**src/rtl/bias_relu_1_pkg.sv**
```systemverilog
// Shared sizes and types for the bias + ReLU stage.
// These values stand in for the shared layer headers so that every file
// of the stage picks them up from one place.
package bias_relu_1_pkg;

  // Output channels per pixel (kern_s_k_1) and coefficient width (coeff_width).
  localparam int KERN_S_K_1  = 4;
  localparam int COEFF_WIDTH = 16;

  // LOAD: pull one frame of biases. RUN: stream pixels through bias + ReLU.
  typedef enum logic {
    ST_LOAD = 1'b0,
    ST_RUN  = 1'b1
  } state_e;

endpackage

```
**src/rtl/bias_regfile.sv**
```systemverilog
// Per-channel bias storage: one synchronous write port, one asynchronous read.
// Contents are deliberately not reset; every frame reloads them before use.
module bias_regfile #(
  parameter int NUM_CH  = 4,
  parameter int COEFF_W = 16,
  parameter int AW      = (NUM_CH > 1) ? $clog2(NUM_CH) : 1
) (
  input  logic               i_clk,
  input  logic               i_we,
  input  logic [AW-1:0]      i_waddr,
  input  logic [COEFF_W-1:0] i_wdata,
  input  logic [AW-1:0]      i_raddr,
  output logic [COEFF_W-1:0] o_rdata
);

  logic [COEFF_W-1:0] r_mem [NUM_CH];

  // Write one bias per popped FIFO word.
  always_ff @(posedge i_clk) begin
    if (i_we) begin
      r_mem[i_waddr] <= i_wdata;
    end
  end

  assign o_rdata = r_mem[i_raddr];

endmodule

```
**src/rtl/bias_relu_1.sv**
```systemverilog
// Bias add + ReLU + saturation stage between FIFO-style streams.
// A frame is NUM_CH biases followed by NUM_PIX*NUM_CH accumulators in
// channel-fastest order; each accumulator gets its channel's bias added,
// is clamped to [0, 2^(COEFF_W-1)-1] and is registered to the output.
//
// Handshake: a FIFO word moves on any rising edge where the block drives
// *_read (or *_write) high; *_read is only raised when the matching
// *_empty_n is high, *_write only when output_V_full_n is high, and data
// presented with an un-taken word (out_valid && !full_n) stays stable.
module bias_relu_1
  import bias_relu_1_pkg::*;
#(
  parameter int  NUM_CH  = KERN_S_K_1,
  parameter int  NUM_PIX = 64,
  parameter int  ACC_W   = 32,
  parameter int  COEFF_W = COEFF_WIDTH,
  localparam int CH_W    = (NUM_CH > 1) ? $clog2(NUM_CH) : 1,
  localparam int PIX_W   = (NUM_PIX > 1) ? $clog2(NUM_PIX) : 1
) (
  input  logic               ap_clk,
  input  logic               ap_rst,
  input  logic [COEFF_W-1:0] bias_V_dout,
  input  logic               bias_V_empty_n,
  output logic               bias_V_read,
  input  logic [ACC_W-1:0]   input_V_dout,
  input  logic               input_V_empty_n,
  output logic               input_V_read,
  output logic [COEFF_W-1:0] output_V_din,
  input  logic               output_V_full_n,
  output logic               output_V_write,
  output state_e             dbg_state,
  output logic [CH_W-1:0]    dbg_ch
);

  // Largest positive output, zero-extended to the sum width for comparison.
  localparam logic [COEFF_W-1:0] OUT_MAX     = {1'b0, {(COEFF_W-1){1'b1}}};
  localparam logic [ACC_W:0]     SUM_SAT_MAX = {{(ACC_W+1-COEFF_W){1'b0}}, OUT_MAX};

  state_e             r_state;
  state_e             w_next_state;
  logic [CH_W-1:0]    r_ch;
  logic [PIX_W-1:0]   r_pix;
  logic               r_out_valid;
  logic [COEFF_W-1:0] r_out_data;

  logic               w_bias_pop;
  logic               w_in_acc;
  logic               w_out_write;
  logic               w_last_ch;
  logic               w_last_pix;
  logic [COEFF_W-1:0] w_bias;
  logic [ACC_W:0]     w_sum;
  logic [COEFF_W-1:0] w_result;

  assign w_last_ch  = (r_ch == CH_W'(NUM_CH - 1));
  assign w_last_pix = (r_pix == PIX_W'(NUM_PIX - 1));

  // Reset also gates the bias pop so nothing is consumed while held in reset.
  assign w_bias_pop  = !ap_rst && (r_state == ST_LOAD) && bias_V_empty_n;
  // A new input is taken only when the output register is free or draining.
  assign w_in_acc    = (r_state == ST_RUN) && input_V_empty_n &&
                       (!r_out_valid || output_V_full_n);
  assign w_out_write = r_out_valid && output_V_full_n;

  assign bias_V_read    = w_bias_pop;
  assign input_V_read   = w_in_acc;
  assign output_V_write = w_out_write;
  assign output_V_din   = r_out_data;
  assign dbg_state      = r_state;
  assign dbg_ch         = r_ch;

  bias_regfile #(
    .NUM_CH  (NUM_CH),
    .COEFF_W (COEFF_W),
    .AW      (CH_W)
  ) u_bias_regfile (
    .i_clk   (ap_clk),
    .i_we    (w_bias_pop),
    .i_waddr (r_ch),
    .i_wdata (bias_V_dout),
    .i_raddr (r_ch),
    .o_rdata (w_bias)
  );

  // Sign-extend both operands one bit past ACC_W so the add cannot overflow.
  assign w_sum = {input_V_dout[ACC_W-1], input_V_dout} +
                 {{(ACC_W+1-COEFF_W){w_bias[COEFF_W-1]}}, w_bias};

  // Rectify negative sums to zero, saturate large positive sums.
  always_comb begin
    w_result = w_sum[COEFF_W-1:0];
    if (w_sum[ACC_W]) begin
      w_result = '0;
    end else if (w_sum > SUM_SAT_MAX) begin
      w_result = OUT_MAX;
    end
  end

  // State register.
  always_ff @(posedge ap_clk or posedge ap_rst) begin
    if (ap_rst) begin
      r_state <= ST_LOAD;
    end else begin
      r_state <= w_next_state;
    end
  end

  // Next state: leave LOAD on the last bias, leave RUN on the last sample of the frame.
  always_comb begin
    w_next_state = r_state;
    case (r_state)
      ST_LOAD: if (w_bias_pop && w_last_ch)              w_next_state = ST_RUN;
      ST_RUN:  if (w_in_acc && w_last_ch && w_last_pix)  w_next_state = ST_LOAD;
      default:                                           w_next_state = ST_LOAD;
    endcase
  end

  // Channel / pixel counters shared by the bias load and the pixel stream.
  always_ff @(posedge ap_clk or posedge ap_rst) begin
    if (ap_rst) begin
      r_ch  <= '0;
      r_pix <= '0;
    end else if (w_bias_pop) begin
      if (w_last_ch) begin
        r_ch  <= '0;
        r_pix <= '0;
      end else begin
        r_ch <= r_ch + 1'b1;
      end
    end else if (w_in_acc) begin
      if (w_last_ch) begin
        r_ch  <= '0;
        r_pix <= w_last_pix ? '0 : r_pix + 1'b1;
      end else begin
        r_ch <= r_ch + 1'b1;
      end
    end
  end

  // Output register: load on acceptance, release on a write with no refill.
  always_ff @(posedge ap_clk or posedge ap_rst) begin
    if (ap_rst) begin
      r_out_valid <= 1'b0;
      r_out_data  <= '0;
    end else if (w_in_acc) begin
      r_out_valid <= 1'b1;
      r_out_data  <= w_result;
    end else if (w_out_write) begin
      r_out_valid <= 1'b0;
    end
  end

endmodule

```
**config.mk**
```make
export PLATFORM = sky130hd
export DESIGN_NAME = bias_relu_1
export DESIGN_NICKNAME = d
export VERILOG_FILES = /design/src/rtl/bias_relu_1_pkg.sv /design/src/rtl/bias_regfile.sv /design/src/rtl/bias_relu_1.sv
export SDC_FILE = /design/constraint.sdc
export NUM_CORES = 1
export LEC_CHECK = 0
export ABC_CLOCK_PERIOD_IN_PS = 10400
export CORE_MARGIN = 2
export CORE_UTILIZATION = 30
export DETAILED_ROUTE_END_ITERATION = 12
export PLACE_DENSITY = 0.46
export REMOVE_ABC_BUFFERS = 1
export SYNTH_ARGS = -nofsm -noshare
export SYNTH_HDL_FRONTEND = slang
export SYNTH_SLANG_ARGS = --single-unit
export TNS_END_PERCENT = 20
```
**constraint.sdc**
```tcl
create_clock -name ap_clk -period 10.4 [get_ports ap_clk]
set_clock_uncertainty 0.15 [all_clocks]
set_input_delay 1.56 -clock ap_clk [delete_from_list [all_inputs] [get_ports ap_clk]]
set_output_delay 1.56 -clock ap_clk [all_outputs]
set_load 0.005 [all_outputs]
```
=== Word-level counts from Yosys, hierarchy flattened ===
Memories as Yosys holds them, arrays and structs flattened.
Cells that the tools add are included.

* Output and inout bits: 22
* Word-level logic and storage cells: 44
* Bits in writable memories: 64
* Register bits: 26
* Memories: 1
* Input bits: 53

* Order comparisons: 1
* $add $sub $neg: 3
* Reductions and logical operators: 14
* Bitwise gates (word level): 1
* Equal/unequal tests: 2
* Muxes and demuxes: 17

{| class="wikitable"
|+ Memory list
! name !! depth !! width !! rd ports !! clocked after memory_dff !! wr ports !! RTL line !! RTL
|-
| u_bias_regfile.r_mem || 4 || 16 || 1 || 0 || 1 || bias_regfile.sv:16 || <nowiki>logic [COEFF_W-1:0] r_mem [NUM_CH];</nowiki>
|}

{| class="wikitable"
|+ Operators with widths
! operator !! number
|-
| 32-bit by 16-bit adder with 33-bit output || 1
|-
| 33-bit by 15-bit > comparator with 1-bit output (second input constant) || 1
|-
| 16-bit two-way mux || 2
|-
| 6-bit two-way mux || 5
|-
| 1-bit logical AND || 8
|-
| 6-bit by 1-bit adder with 6-bit output (second input constant) || 1
|-
| 6-bit equality test (second input constant) || 1
|-
| 1-bit two-way mux || 6
|-
| 2-bit two-way mux || 3
|-
| 2-bit nonzero test || 2
|-
| 2-bit by 1-bit adder with 2-bit output (second input constant) || 1
|-
| 2-bit equality test (second input constant) || 1
|-
| 1-bit logical NOT || 2
|-
| 1-bit one-hot mux with 2 select lines || 1
|-
| 2-bit AND reduction || 1
|-
| 1-bit logical OR || 1
|-
| 1-bit inverter || 1
|}

=== Logic depth before layout (Yosys ltp) ===
* Depth in word-level cells: 7
* Depth in mapped cells: 15
* Gate-level depth less buffers: 12

=== Cells and area by module ===
Synthesis repeated with hierarchy kept, for this count alone.

* Cells, all modules: 524
* Area total of the unflattened synthesis: 5,771.8 um2

{| class="wikitable"
|+ By module, submodules not included
! module !! cells each !! area each (um2) !! times used
|-
| bias_relu_1 || 436 || 3,394.5 || 1
|-
| bias_regfile || 88 || 2,377.3 || 1
|}

=== Worst setup path after synthesis ===
Ideal clock, no wire load.

* Path type: register to register
* Start: register r_ch[0], in the netlist dbg_ch[0]
* End: register r_out_data[0], in the netlist output_V_din[0]
* Arrival: 4.379 ns
* Stages on the path, launching flop included: 15
* Setup time: 0.128 ns
* Required time: 10.122 ns
* Slack: 5.743 ns
* Path buffers: 5
* Cells stage by stage: dfrtp_1 > clkbuf_1 > buf_1 > mux4_2 > ha_1 > buf_2 > nand2_1 > or4_1 > a21oi_1 > o21ai_0 > a2111oi_0 > and4_1 > buf_6 > buf_12 > a21oi_1

* Word-level cells in the longest chain between the ends: 5

{| class="wikitable"
|+ RTL lines
! item !! RTL line !! RTL
|-
| from (decl) || bias_relu_1.sv:41 || <nowiki>logic [CH_W-1:0] r_ch;</nowiki>
|-
| from (signal assigned) || bias_relu_1.sv:128 || <nowiki>r_ch <= r_ch + 1'b1;</nowiki>
|-
| from (signal assigned) || bias_relu_1.sv:135 || <nowiki>r_ch <= r_ch + 1'b1;</nowiki>
|-
| memory read 4 x 16 bit (*) || n/a ||
|-
| 32-bit by 16-bit adder with 33-bit output (*) || bias_relu_1.sv:86 || <nowiki>assign w_sum = {input_V_dout[ACC_W-1], input_V_dout} +</nowiki>
|-
| 33-bit by 15-bit > comparator with 1-bit output || bias_relu_1.sv:94 || <nowiki>end else if (w_sum > SUM_SAT_MAX) begin</nowiki>
|-
| 16-bit two-way mux || bias_relu_1.sv:94 ||
|-
| 16-bit two-way mux (*) || bias_relu_1.sv:92 || <nowiki>if (w_sum[ACC_W]) begin</nowiki>
|-
| to (signal assigned) || bias_relu_1.sv:147 || <nowiki>r_out_data <= w_result;</nowiki>
|-
| to (decl) || bias_relu_1.sv:44 || <nowiki>logic [COEFF_W-1:0] r_out_data;</nowiki>
|}

Mark *: on every way between the ends. The rest lies on a longest branch, timed or not.
A chain may end at the register's enable or synchronous reset.

=== Final worst setup path ===
* Start: input port input_V_dout[0]
* End: register r_out_data[4], in the netlist output_V_din[4]

* Word-level cells in the longest chain between the ends: 4

{| class="wikitable"
|+ RTL lines
! item !! RTL line !! RTL
|-
| from (decl) || bias_relu_1.sv:25 || <nowiki>input logic [ACC_W-1:0] input_V_dout,</nowiki>
|-
| 32-bit by 16-bit adder with 33-bit output (*) || bias_relu_1.sv:86 ||
|-
| 33-bit by 15-bit > comparator with 1-bit output || bias_relu_1.sv:94 ||
|-
| 16-bit two-way mux || bias_relu_1.sv:94 ||
|-
| 16-bit two-way mux (*) || bias_relu_1.sv:92 ||
|}

Marked as above.

==> reports/summary.txt <==
Status -> finished, final reports clean
Final Max Slew Viols -> 0
Hold Path Class -> flip-flop to flip-flop
Simple logic cell fraction of the synthesized area -> 0.143
Async SR Flop Fraction -> 0.289
Via-per-instance ratio -> 5.30
Yosys Warn Count -> 0
First-pass GRT wire length -> 25.8 mm
Main combinational cell family by area after synthesis -> compound AO/OA/AOI/OAI gates
Initial core utilization -> 0.306
Die H -> 145 um
Clk root buf -> clkbuf_16
Global placer's final weighted congestion -> 0.821
Share of cells above drive strength 1 -> 0.0704
Worst-path clk slew -> 60 ps
Max cap viols -> 0
Synth Area in XOR/XNOR -> 0.0236
Most used flip-flop cell after synthesis -> edfxtp_1
Worst-path maximum fanout -> 15
Main area contributors after synthesis -> edfxtp_1, dfrtp_1, ha_1
Die area -> 0.0210 sq mm
Port Buffers -> 74
CTS Sinks -> 90
Min cycle time layout -> 5150 ps
Yosys cell types -> 65
Synthesized area per cell -> 10.6 sq um
Area fraction in compound gates after synthesis -> 0.190
Leakage -> 2.51 nW
Initial DRT Pass Iterations -> 4
Synth top area share -> 0.323
DRT iter0 DRCs -> 276
GRT overflow -> 0
Antenna Nets Post-Route -> 0
Clk_lat worst skew -> 340 ps
Fillers -> 1970
Cell Area, Synth -> 0.00595 sq mm
Final Non-Filler Cells -> 890
Worst-Margin Slew -> 1300 ps
Top cells by count, synth -> edfxtp_1, a21oi_1, nand2_1, ha_1, o21ai_0
Multi-input gate area -> 0.00315 sq mm
Dpl hpwl -> 12.0 mm
Crit. End Element -> flip-flop
Diode count -> 0
Syn Inst Count -> 560
# rows -> 51
Post-Place Cells -> 874
Unrepaired setup endpoints after global routing -> no
Relative slew slack -> 0.136
DP Worst Slack -> 4940 ps
Layout Utilization -> 0.368
Setup Fix Bufs, Post-CTS -> 0
Fin Setup TNS -> 0 ps
Tcrit/Tclk final -> 0.496
DR WL/cell -> 18.1 um
Reg area -> 0.00257 sq mm
Hold Fails Final Rpt -> 0
Setup ws final -> 5250 ps
Die width -> 145 um
Clk buf depth -> 2
Post-synth EDFFs -> 64
Mux cell area share after synthesis -> 0.0909
CTS Hold Bufs -> 0
Nets -> 711
Hold Slack -> 357 ps
CTS tree -> built
Routed vias -> 4716
Final Setup Violations -> 0
Peak VDD IR -> 80.5 uV
WL final -> 16.1 mm
Worst setup SP type -> input port
Pin count of the biggest net entering global routing -> 27
DRC Markers -> 0
Gr usage total -> 0.161
Area growth, synth to finish -> 20.3%
Number of synthesized register bits -> 90
Post-synthesis sequential area ratio -> 0.433
I/O Pins -> 75
Cell with the most instances after synthesis -> edfxtp_1
Synth Area in Adders -> 0.0812
Htree depth -> 3
Initial antenna violation count -> 0
Setup CP Type -> input port to flip-flop
Area of the core -> 0.0195 sq mm
Fmax -> 0.194 GHz
Leading area contributor after synthesis -> edfxtp_1
CTS Buf Count -> 9
Critical Path RT -> 10440 ps
Crit path arrival time -> 5190 ps
Post-CTS sizing -> 0
Vias in the first global route -> 4831
PD cells -> 287 mW/mm^2
==> through the flow <==
| stage | total power [W] | cell area [sq um] |
|---|---|---|
| final | 0.00206 | 7150 |
| after global routing | 0.00223 | 7150 |
| after CTS | 0.00206 | 7150 |
| after detailed placement | 0.00176 | 6880 |
| after global placement | 0.00176 | 6880 |
| after floorplan | 0.00135 | 5790 |
==> flip-flops by register name, summed over array words and instances, names as in the netlist <==
signal	cells
u_bias_regfile.r_mem	64
output_V_din	16
r_pix	6
dbg_ch	2
dbg_state	1
r_out_valid	1
==> worst max-delay path, stage by stage <==
cell and delay (ps):
clkdlybuf4s50_1 480, ha_1 190, inv_1 60, fa_1 370, nor2b_1 260, o2111a_1 260, o21ai_0 160, a21oi_1 390
o21ai_0 200, a2111oi_0 480, and4_1 630, a21oi_1 150
==> logic make-up after synthesis <==
family / after synthesis
mux: 34
fa+ha+maj: 38
simple gates: 163
compound gates: 172
flops: 90
xor+xnor: 16
buf+inv: 47
==> power by group <==
group	total, W	internal (W)	switching [W]
registers	0.000484	0.000441	0.0000430
logic	0.00128	0.000508	0.000769
clock network	0.000294	0.000160	0.000134
==> layer usage <==
metal  GRT usage  up-vias  wire [um]
met5           0        -          0
li1            -     2298          -
met2       0.263      109       7450
met3      0.0257       14        586
met1       0.220     2295       7880
met4      0.0485        0        195
==> layout by cell type, fill, tap and decap left out, types with 9 or more instances in the layout <==
master / n
clkdlybuf4s50_1: 74
edfxtp_1: 64
a21oi_1: 54
nand2_1: 50
ha_1: 37
o21ai_0: 30
dfrtp_1: 26
nor2_1: 24
inv_1: 20
mux2i_1: 18
nor4_1: 18
mux4_2: 16
nand3_1: 11
nand4_1: 10
o211ai_1: 9
clkbuf_16: 9
==> area by class of cell <==
class | instances | area share
Multi-Input combinational cell | 423 | 0.440
Sequential cell | 90 | 0.360
Timing Repair Buffer | 76 | 0.106
Tap cell | 265 | 0.0464
Clock buffer | 9 | 0.0315
Inverter | 20 | 0.0105
Clock inverter | 7 | 0.00647
==> path summary, 6_finish.rpt <==
| check | startpoint | end | slack, ps | cells past startpoint |
|---|---|---|---|---|
| setup / recovery | input_V_dout[0] | output_V_din[4] | 5250 | 12 |
| hold / removal | r_out_valid | r_out_valid | 360 | 2 |
| setup reg to reg | dbg_ch[1] | output_V_din[4] | 5380 | 9 |
| hold reg to reg | r_out_valid | r_out_valid | 360 | 2 |
| max in group asynchronous | ap_rst | output_V_din[5] | 7810 | 2 |
| min in group asynchronous | ap_rst | r_pix[3] | 1660 | 2 |
Power figures use the tool's default switching activity.
